$ cat config.mk
export PLATFORM = sky130hd
export DESIGN_NAME = spi_cop0
export DESIGN_NICKNAME = d
export VERILOG_FILES = /design/src/rtl/spi_cop0_pkg.sv /design/src/rtl/spi_tick_gen.sv /design/src/rtl/spi_cop0.sv
export SDC_FILE = /design/constraint.sdc
export NUM_CORES = 1
export LEC_CHECK = 0
export CAP_MARGIN = 20
export CORE_ASPECT_RATIO = 1.5
export CORE_MARGIN = 3
export CORE_UTILIZATION = 40
export DETAILED_ROUTE_END_ITERATION = 8
export GPL_TIMING_DRIVEN = 0
export HOLD_SLACK_MARGIN = 0.12
export PLACE_DENSITY = 0.75
export SLEW_MARGIN = 5
export SYNTH_ARGS = -nofsm -noshare
export SYNTH_HDL_FRONTEND = slang
export SYNTH_SLANG_ARGS = --single-unit
$ cat constraint.sdc
create_clock -name clk -period 6.4 [get_ports clk]
set_input_delay 1.92 -clock clk [delete_from_list [all_inputs] [get_ports clk]]
set_output_delay 1.92 -clock clk [all_outputs]
set_load 0.03 [all_outputs]
$ cat src/rtl/spi_cop0_pkg.sv
// Shared encodings for the SPI coprocessor: decode-stage access codes,
// coprocessor register selects and the status word layout.
package spi_cop0_pkg;

  localparam int unsigned W_SPI_CTRL = 2;
  localparam int unsigned W_REG      = 5;
  // Wide enough for a bit index up to 31 (XFER_BITS <= 32).
  localparam int unsigned CNT_W      = 6;

  typedef logic [W_SPI_CTRL-1:0] spi_ctrl_t;
  typedef logic [W_REG-1:0]      cp0_sel_t;

  localparam spi_ctrl_t SPI_NOP = 2'd0;
  localparam spi_ctrl_t MT      = 2'd1;
  localparam spi_ctrl_t MF      = 2'd2;

  localparam cp0_sel_t CP0_SEL_DATA = 5'd0;
  localparam cp0_sel_t CP0_SEL_CTRL = 5'd1;
  localparam cp0_sel_t CP0_SEL_DIV  = 5'd2;

  // Status word returned by MF CTRL/STAT: bit 0 busy, bit 1 rx_valid.
  typedef struct packed {
    logic [29:0] rsvd;
    logic        rx_valid;
    logic        busy;
  } stat_t;

endpackage

$ cat src/rtl/spi_tick_gen.sv
// SCLK pacing counter: reloads from div on clr or on reaching zero and
// emits a one-cycle tick_c every div+1 enabled cycles.
// Ports: clk, rst_n, clr (reload now), en (count), div (reload value),
//        tick_c (combinational tick).
module spi_tick_gen #(
  parameter int unsigned DIV_W = 8
) (
  input  logic             clk,
  input  logic             rst_n,
  input  logic             clr,
  input  logic             en,
  input  logic [DIV_W-1:0] div,
  output logic             tick_c
);

  logic [DIV_W-1:0] cnt_q;

  assign tick_c = en & ~clr & (cnt_q == '0);

  // Down-counter with reload.
  always_ff @(posedge clk or negedge rst_n) begin
    if (!rst_n) begin
      cnt_q <= '0;
    end else if (clr) begin
      cnt_q <= div;
    end else if (en) begin
      cnt_q <= (cnt_q == '0) ? div : cnt_q - DIV_W'(1);
    end
  end

endmodule

$ cat src/rtl/spi_cop0.sv
// SPI mode-0 master coprocessor. MT writes DATA/CTRL/DIV, MF reads them back.
// Ports: clk, rst_n, spi_ctrl (NOP/MT/MF), cp0_sel (register select),
//        wdata (MT data), rdata (MF data, combinational), stall
//        (combinational), sclk/mosi/cs_n (SPI outputs), miso (SPI input).
module spi_cop0
  import spi_cop0_pkg::*;
#(
  parameter int unsigned XFER_BITS = 8,
  parameter int unsigned DIV_W     = 8,
  parameter int unsigned DIV_RST   = 4
) (
  input  logic                  clk,
  input  logic                  rst_n,
  input  logic [W_SPI_CTRL-1:0] spi_ctrl,
  input  logic [W_REG-1:0]      cp0_sel,
  input  logic [31:0]           wdata,
  output logic [31:0]           rdata,
  output logic                  stall,
  output logic                  sclk,
  output logic                  mosi,
  input  logic                  miso,
  output logic                  cs_n
);

  localparam logic [1:0] ST_IDLE  = 2'd0;
  localparam logic [1:0] ST_SHIFT = 2'd1;
  localparam logic [1:0] ST_DONE  = 2'd2;

  logic [1:0]           state_q,    state_d;
  logic [XFER_BITS-1:0] shift_q,    shift_d;
  logic [CNT_W-1:0]     bit_cnt_q,  bit_cnt_d;
  logic [XFER_BITS-1:0] rx_data_q,  rx_data_d;
  logic                 rx_valid_q, rx_valid_d;
  logic [DIV_W-1:0]     div_q,      div_d;
  logic                 sclk_q,     sclk_d;
  logic                 mosi_q,     mosi_d;
  logic                 cs_n_q,     cs_n_d;

  logic busy_c;
  logic acc_mt_c;
  logic acc_mf_data_c;
  logic start_c;
  logic tick_c;
  logic unused_wdata;

  assign unused_wdata = ^wdata;

  assign sclk = sclk_q;
  assign mosi = mosi_q;
  assign cs_n = cs_n_q;

  // Access classification and stall: mapped MTs and MF DATA wait for IDLE.
  assign busy_c        = (state_q != ST_IDLE);
  assign acc_mt_c      = (spi_ctrl == MT) &&
                         ((cp0_sel == CP0_SEL_DATA) || (cp0_sel == CP0_SEL_CTRL) ||
                          (cp0_sel == CP0_SEL_DIV));
  assign acc_mf_data_c = (spi_ctrl == MF) && (cp0_sel == CP0_SEL_DATA);
  assign stall         = busy_c & (acc_mt_c | acc_mf_data_c);

  spi_tick_gen #(
    .DIV_W (DIV_W)
  ) u_tick (
    .clk    (clk),
    .rst_n  (rst_n),
    .clr    (start_c),
    .en     (state_q == ST_SHIFT),
    .div    (div_q),
    .tick_c (tick_c)
  );

  // Read mux, independent of spi_ctrl so write-back sees it early.
  always_comb begin
    stat_t stat;
    stat          = '0;
    stat.rx_valid = rx_valid_q;
    stat.busy     = busy_c;
    rdata         = '0;
    case (cp0_sel)
      CP0_SEL_DATA: rdata = 32'(rx_data_q);
      CP0_SEL_CTRL: rdata = stat;
      CP0_SEL_DIV:  rdata = 32'(div_q);
      default:      rdata = '0;
    endcase
  end

  // Next-state, shifter and register-map side effects.
  always_comb begin
    state_d    = state_q;
    shift_d    = shift_q;
    bit_cnt_d  = bit_cnt_q;
    rx_data_d  = rx_data_q;
    rx_valid_d = rx_valid_q;
    div_d      = div_q;
    sclk_d     = sclk_q;
    mosi_d     = mosi_q;
    cs_n_d     = cs_n_q;
    start_c    = 1'b0;

    case (state_q)
      ST_IDLE: begin
        if ((spi_ctrl == MT) && (cp0_sel == CP0_SEL_DATA)) begin
          shift_d   = wdata[XFER_BITS-1:0];
          mosi_d    = wdata[XFER_BITS-1];
          bit_cnt_d = '0;
          start_c   = 1'b1;
          state_d   = ST_SHIFT;
        end
      end
      ST_SHIFT: begin
        if (tick_c) begin
          if (!sclk_q) begin
            // Rising edge: sample miso into the LSB.
            sclk_d  = 1'b1;
            shift_d = XFER_BITS'({shift_q, miso});
          end else begin
            // Falling edge: present the next bit, or finish after the last one.
            sclk_d = 1'b0;
            if (bit_cnt_q == CNT_W'(XFER_BITS - 1)) begin
              state_d = ST_DONE;
            end else begin
              bit_cnt_d = bit_cnt_q + CNT_W'(1);
              mosi_d    = shift_q[XFER_BITS-1];
            end
          end
        end
      end
      ST_DONE: begin
        rx_data_d  = shift_q;
        rx_valid_d = 1'b1;
        state_d    = ST_IDLE;
      end
      default: state_d = ST_IDLE;
    endcase

    // CTRL, DIV and the rx_valid clear only take effect when not stalled.
    if (!busy_c) begin
      if ((spi_ctrl == MT) && (cp0_sel == CP0_SEL_CTRL)) cs_n_d = ~wdata[0];
      if ((spi_ctrl == MT) && (cp0_sel == CP0_SEL_DIV))  div_d  = wdata[DIV_W-1:0];
      if (acc_mf_data_c)                                 rx_valid_d = 1'b0;
    end
  end

  // State register.
  always_ff @(posedge clk or negedge rst_n) begin
    if (!rst_n) begin
      state_q    <= ST_IDLE;
      shift_q    <= '0;
      bit_cnt_q  <= '0;
      rx_data_q  <= '0;
      rx_valid_q <= 1'b0;
      div_q      <= DIV_W'(DIV_RST);
      sclk_q     <= 1'b0;
      mosi_q     <= 1'b0;
      cs_n_q     <= 1'b1;
    end else begin
      state_q    <= state_d;
      shift_q    <= shift_d;
      bit_cnt_q  <= bit_cnt_d;
      rx_data_q  <= rx_data_d;
      rx_valid_q <= rx_valid_d;
      div_q      <= div_d;
      sclk_q     <= sclk_d;
      mosi_q     <= mosi_d;
      cs_n_q     <= cs_n_d;
    end
  end

endmodule

==> flow_metrics.tcl, run 1 <==
set metrics [dict create \
    period_needed_ns 6.22 \
    place_ws_ns -0.137 \
    hpwl_mm 4.34 \
    crit_type "in2out" \
    nets 366 \
    crit_path_end_kind "output port" \
    clock_skew_ns 0.0104 \
    period_share_pct 97.2 \
    p_per_area_nw_per_um2 262 \
    routedWlPerCell_um 14.5 \
    yosys_most_used_dff "dfrtp_1" \
    drv_slew 0 \
    drv_cap 0 \
    dieArea_um2 7420 \
    path_clk_slew_ns 0.08 \
    r2r_start "u_tick.cnt_q[0]$_DFFE_PN0P_" \
    synth-seq-area-share_pct 43.1 \
    ant_nets 0 \
    hold_buffers 0 \
    fp.dieH_um 104 \
    firstDrtPassIters 4 \
    final.setup.worst_slack_ns 0.177 \
    grt_pass1_wl_mm 9.38 \
    cp-start-kind "input pin" \
    syn_inst 258 \
    ys_async_sr_fraction_pct 100 \
    areaGrowthSynthToFinish_pct 24.5 \
    cts_tree "yes" \
    grt_pass1_vias 2048 \
    cts-buffers-inserted 5 \
    max_freq_mhz 161 \
    initialDrtViolationCount 88 \
    hold_depth 2 \
    critical_path.max_fanout 7 \
    io_pins 78 \
    cts.sinks 44 \
    layout-drive-gt1-share_pct 22.4 \
    p_leak_uw 0.00145 \
    coreArea_um2 6170 \
    crit_end "rdata[6]" \
    synth_edf_count 0 \
    tns_ns 0 \
    critPathLaunch "cp0_sel[0]" \
    status "completed" \
    setup_viol 0 \
    diodes 0 \
    cts_max_level 2 \
    grt.total_usage_pct 15.6 \
    worstMarginPinSlew_ns 0.658 \
    arrival_ns 4.30 \
    num_rows 35 \
    rrSetupSlack_ns 4.02 \
    drcViolationCount 0 \
    num_vias 2043 \
    synth-seq-cells 44 \
    hold_class "reg2reg" \
    synth.distinct_cells 51 \
    yosysWarnings 0 \
    vias_per_cell 5.16 \
    cts-root-buf "clkbuf_8" \
    fillers 580 \
    cp.required_ns 4.48 \
    cts_buffer_depth 2 \
    vdd_ir_drop_max_mv 0.171 \
    syn_area_per_cell_um2 9.93 \
    antenna_found_initial 0 \
    slew_headroom_pct 55.7 \
    clk_latency_ns 0.31 \
    drt-total-wl_mm 5.74 \
    gp_congestion 0.805 \
    hold_viol_final 0 \
    syn_area_um2 2560 \
    r2r_cells 6 \
    start_util_pct 41.5 \
    r2r-end "shift_q[7]$_DFFE_PN0P_" \
    overflow 0 \
    die_width_um 71.4 \
    grt_max_degree 35 \
    rsz0062_at_grt "false" \
    portBuffers 29 \
]
## area by class of cell
cell class	instances	area (µm²)	share of cell area [%]
Multi-Input combinational cell	199	1320	41.3
Timing Repair Buffer	33	328	10.3
Buffer	33	214	6.71
Clock buffer	5	68.8	2.16
Inverter	5	18.8	0.588
Tap cell	74	92.6	2.90
Clock inverter	3	46.3	1.45
Sequential cell	44	1100	34.6
## state kept, by name, summed over array words and instances, names as in the netlist, 2 cells and up
signal and flops:
rx_data_q 8, div_q 8, state_q 2, bit_cnt_q 6
shift_q 8, u_tick.cnt_q 8
## kinds of logic (layout without fill, tap and decap cells)
group                      after synthesis  after routing  synth area share [%]
AOI/OAI and AO/OA                       52             52                  15.1
xor gates and xnor gates                 1              1                 0.342
adders and majority gates                3              3                  1.46
buffers and inverters                   38             79                  9.08
DFF                                     44             44                  43.1
muxes                                   28             28                  12.3
other                                    1             24                 0.146
and+or+nand+nor                         91             91                  18.6
## routing by layer
| metal | routed length [µm] | global-route usage, % |
|---|---|---|
| met1 | 2160 | 16.7 |
| met3 | 277 | 2.51 |
| met5 | 0 | 0 |
| met2 | 3210 | 29.6 |
| met4 | 83 | 5.91 |
## worst max-delay path: stages
cell	delay (ns)
clkdlybuf4s50_1	0.52
or3_1	0.48
nor3_2	0.47
a22o_1	0.23
clkdlybuf4s50_1	0.67
## report_power, final
group          switching (µW)  leakage [µW]  total, µW  internal (µW)
registers                58.3      0.000526        382            323
clock network             104     0.0000548        221            118
logic                     123      0.000873        232            109
## cell usage in the layout (no fill, tap or decap), types with 3 or more instances in the layout
cell type        synthesis  layout
o21ai_0                 10      10
nand2_1                 38      38
buf_4                   24      27
nand3_1                  9       9
conb_1                   1      24
a21oi_1                  8       8
nor2_1                  12      12
a22o_1                   8       8
mux2_2                  27      27
nor2b_1                  5       5
clkdlybuf4s50_1          0      28
nor3_1                   6       5
dfrtp_1                 42      42
ha_1                     3       3
clkbuf_1                 8       8
clkbuf_8                 0       5
a2bb2oi_1                6       6
inv_1                    5       5
## worst min-delay path by stage
stage,start,end,slack [ns]
6_report,cs_n$_DFFE_PN1P_,cs_n$_DFFE_PN1P_,0.49
4_1_cts,rx_valid_q$_DFF_PN0_,rx_valid_q$_DFF_PN0_,0.48
3_3_place_gp,rx_valid_q$_DFF_PN0_,rx_valid_q$_DFF_PN0_,0.45
2_1_floorplan,rx_valid_q$_DFF_PN0_,rx_valid_q$_DFF_PN0_,0.44
5_1_grt,rx_valid_q$_DFF_PN0_,rx_valid_q$_DFF_PN0_,0.50
3_5_place_dp,rx_valid_q$_DFF_PN0_,rx_valid_q$_DFF_PN0_,0.46
## metrics by stage
step                std cells  hold slack (ns)  area, µm²  utilization [%]  total power, µW
finish                    396            0.485       3190             51.7              835
global route              396            0.504       3190             51.7              883
CTS                       393            0.483       3170             51.3              835
detailed placement        385            0.463       3050             49.3              615
global placement          384            0.453       3030             49.1              602
floorplan                 281            0.444       2650                -              547
## synthesized netlist by cell type (6+ instances only)
cell / instances / share of area [%]
nor3_1: 6 / 1.2
nor2_1: 12 / 1.8
clkbuf_1: 8 / 1.2
o21ai_0: 10 / 2.0
nand3_1: 9 / 1.8
buf_4: 24 / 7.0
dfrtp_1: 42 / 41
a2bb2oi_1: 6 / 2.1
mux2_2: 27 / 12
nand2_1: 38 / 5.6
a22o_1: 8 / 2.7
a21oi_1: 8 / 1.6
## what timing repair did
item,4_1_cts,5_1_grt
gates cloned,0,0
setup endpoints to repair,6,1
buffers inserted,0,3
pin swaps,0,1
gates resized for setup,1,0
Note: power is estimated with default switching activity, not from simulation.
==> run 2, diff against run 1 <==
CAP_MARGIN = 40   (was 20)
==> run 2 against run 1 <==
Clock skew increased by 0.0018 ns. Clock power shrank 2%. Hold slack lost 0.0077 ns. Global-route usage is 0.38 points higher. Combinational power about the same. Fmax increased by 2.1%. Utilization stayed put. Critical endpoint is now rdata[7].
==> flow_metrics.tcl, run 2 (synthesized netlist as in run 1, its figures left out) <==
set metrics [dict create \
    hold_slack_ns 0.478 \
    crit_path_end_kind "output port" \
    overflow 0 \
    path_clk_slew_ns 0.08 \
    max_freq_mhz 164 \
    cp-start-kind "input pin" \
    cts-buffers-inserted 5 \
    drcViolationCount 0 \
    layout_commonest_cell "dfrtp_1" \
    firstDrtPassIters 5 \
    switching_share_pct 33.7 \
    num_vias 2034 \
    hold_buffers 0 \
    nets 367 \
    layout-drive-gt1-share_pct 22.3 \
    hold_viol_final 0 \
    hold_depth 1 \
    die_width_um 71.4 \
    hpwl_mm 4.36 \
    fillers 570 \
    coreArea_um2 6170 \
    p_switching_uw 280 \
    placed_area_um2 3050 \
    fin_area_um2 3190 \
    power_frac_seq_pct 45.8 \
    cts_buffer_depth 2 \
    cp.required_ns 4.48 \
    setup_viol 0 \
    cts_max_level 2 \
    diodes 0 \
    routedWlPerCell_um 14.4 \
    cts.sinks 44 \
    r2r_cells 6 \
    portBuffers 29 \
    status "completed" \
    grt.total_usage_pct 16.0 \
    cts-root-buf "clkbuf_8" \
    clock_skew_ns 0.0121 \
    vias_per_cell 5.12 \
    gp_congestion 0.805 \
    worstMarginPinSlew_ns 0.690 \
    grt_pass1_vias 2025 \
    p_per_area_nw_per_um2 260 \
    clk_latency_ns 0.30 \
    slew_headroom_pct 53.6 \
    ant_nets 0 \
    vdd_ir_drop_max_mv 0.218 \
    critical_path.max_fanout 7 \
    start_util_pct 41.5 \
    arrival_ns 4.18 \
    num_rows 35 \
    crit_type "in2out" \
    drv_cap 0 \
    comb_power_share_pct 28.1 \
    p_leak_uw 0.00146 \
    layout_common_cells "42 x dfrtp_1, 38 x nand2_1, 28 x clkdlybuf4s50_1, 27 x mux2_2, 27 x buf_4" \
    period_share_pct 95.3 \
    tns_ns 0 \
    io_pins 78 \
    hold_class "reg2reg" \
    antenna_found_initial 0 \
    areaGrowthSynthToFinish_pct 24.5 \
    drv_slew 0 \
    initialDrtViolationCount 161 \
    dieArea_um2 7420 \
    period_needed_ns 6.10 \
    fp.dieH_um 104 \
    grt_pass1_wl_mm 9.49 \
    drt-total-wl_mm 5.73 \
    p_int_uw 550 \
    rsz0062_at_grt "false" \
    grt_max_degree 35 \
    cts_tree "yes" \
    pwr-share-clk_pct 26.1 \
]
run 2: power by group through the flow:
stage | clock network [µW] | registers, µW | logic [µW]
floorplan | 0 | 377 | 169
global placement | 0 | 383 | 219
detailed placement | 0 | 386 | 229
CTS | 221 | 380 | 232
global route | 236 | 390 | 261
finish | 217 | 381 | 233
run 2: per-stage QoR:
step	total power, µW	util (%)	std cells	setup WS [ns]
after floorplan	547	-	281	1.11
after global placement	602	49.1	384	-0.0973
after detailed placement	614	49.4	386	0.0347
after CTS	833	51.3	394	0.0385
after global routing	886	51.7	397	0.197
final	831	51.7	397	0.302
run 2: routing by layer:
| layer | part of all wire, % | up-vias | routed length, µm | track usage [%] |
|---|---|---|---|---|
| met5 | 0 | - | 0 | 0 |
| met4 | 1.6 | 0 | 93 | 6.59 |
| met3 | 4.9 | 5 | 283 | 2.80 |
| met2 | 56 | 58 | 3190 | 29.6 |
| met1 | 38 | 964 | 2160 | 17.4 |
| li1 | - | 1007 | - | - |
run 2: timing repair:
action / CTS / global route
hold endpoints to repair: 0 / 0
setup buffers: 0 / 3
setup endpoints to repair: 0 / 1
gates resized for setup: 0 / 0
run 2: critical path, cell delays in order:
cell,delay [ns]
clkdlybuf4s50_1,0.51
or3_1,0.47
nor3b_4,0.25
buf_4,0.19
a22o_1,0.16
clkdlybuf4s50_1,0.67
run 2: area by class of cell:
type	instances	area [µm²]	share of cell area, %
tap	74	92.6	2.90
sequential	44	1100	34.6
clock buffer	5	68.8	2.16
buffer	33	214	6.71
multi-input combinational	199	1310	41.2
timing repair buffer	34	333	10.4
clock inverter	3	46.3	1.45
inverter	5	18.8	0.588
run 2: final timing paths:
check	endpoint	slack, ns	from
setup / recovery	rdata[7]	0.30	cp0_sel[0]
min in group asynchronous	u_tick.cnt_q[4]$_DFFE_PN0P_	1.49	rst_n
hold reg to reg	rx_valid_q$_DFF_PN0_	0.48	rx_valid_q$_DFF_PN0_
setup reg to reg	shift_q[7]$_DFFE_PN0P_	4.04	u_tick.cnt_q[0]$_DFFE_PN0P_
max in group asynchronous	cs_n$_DFFE_PN1P_	4.37	rst_n
hold / removal	rx_valid_q$_DFF_PN0_	0.48	rx_valid_q$_DFF_PN0_
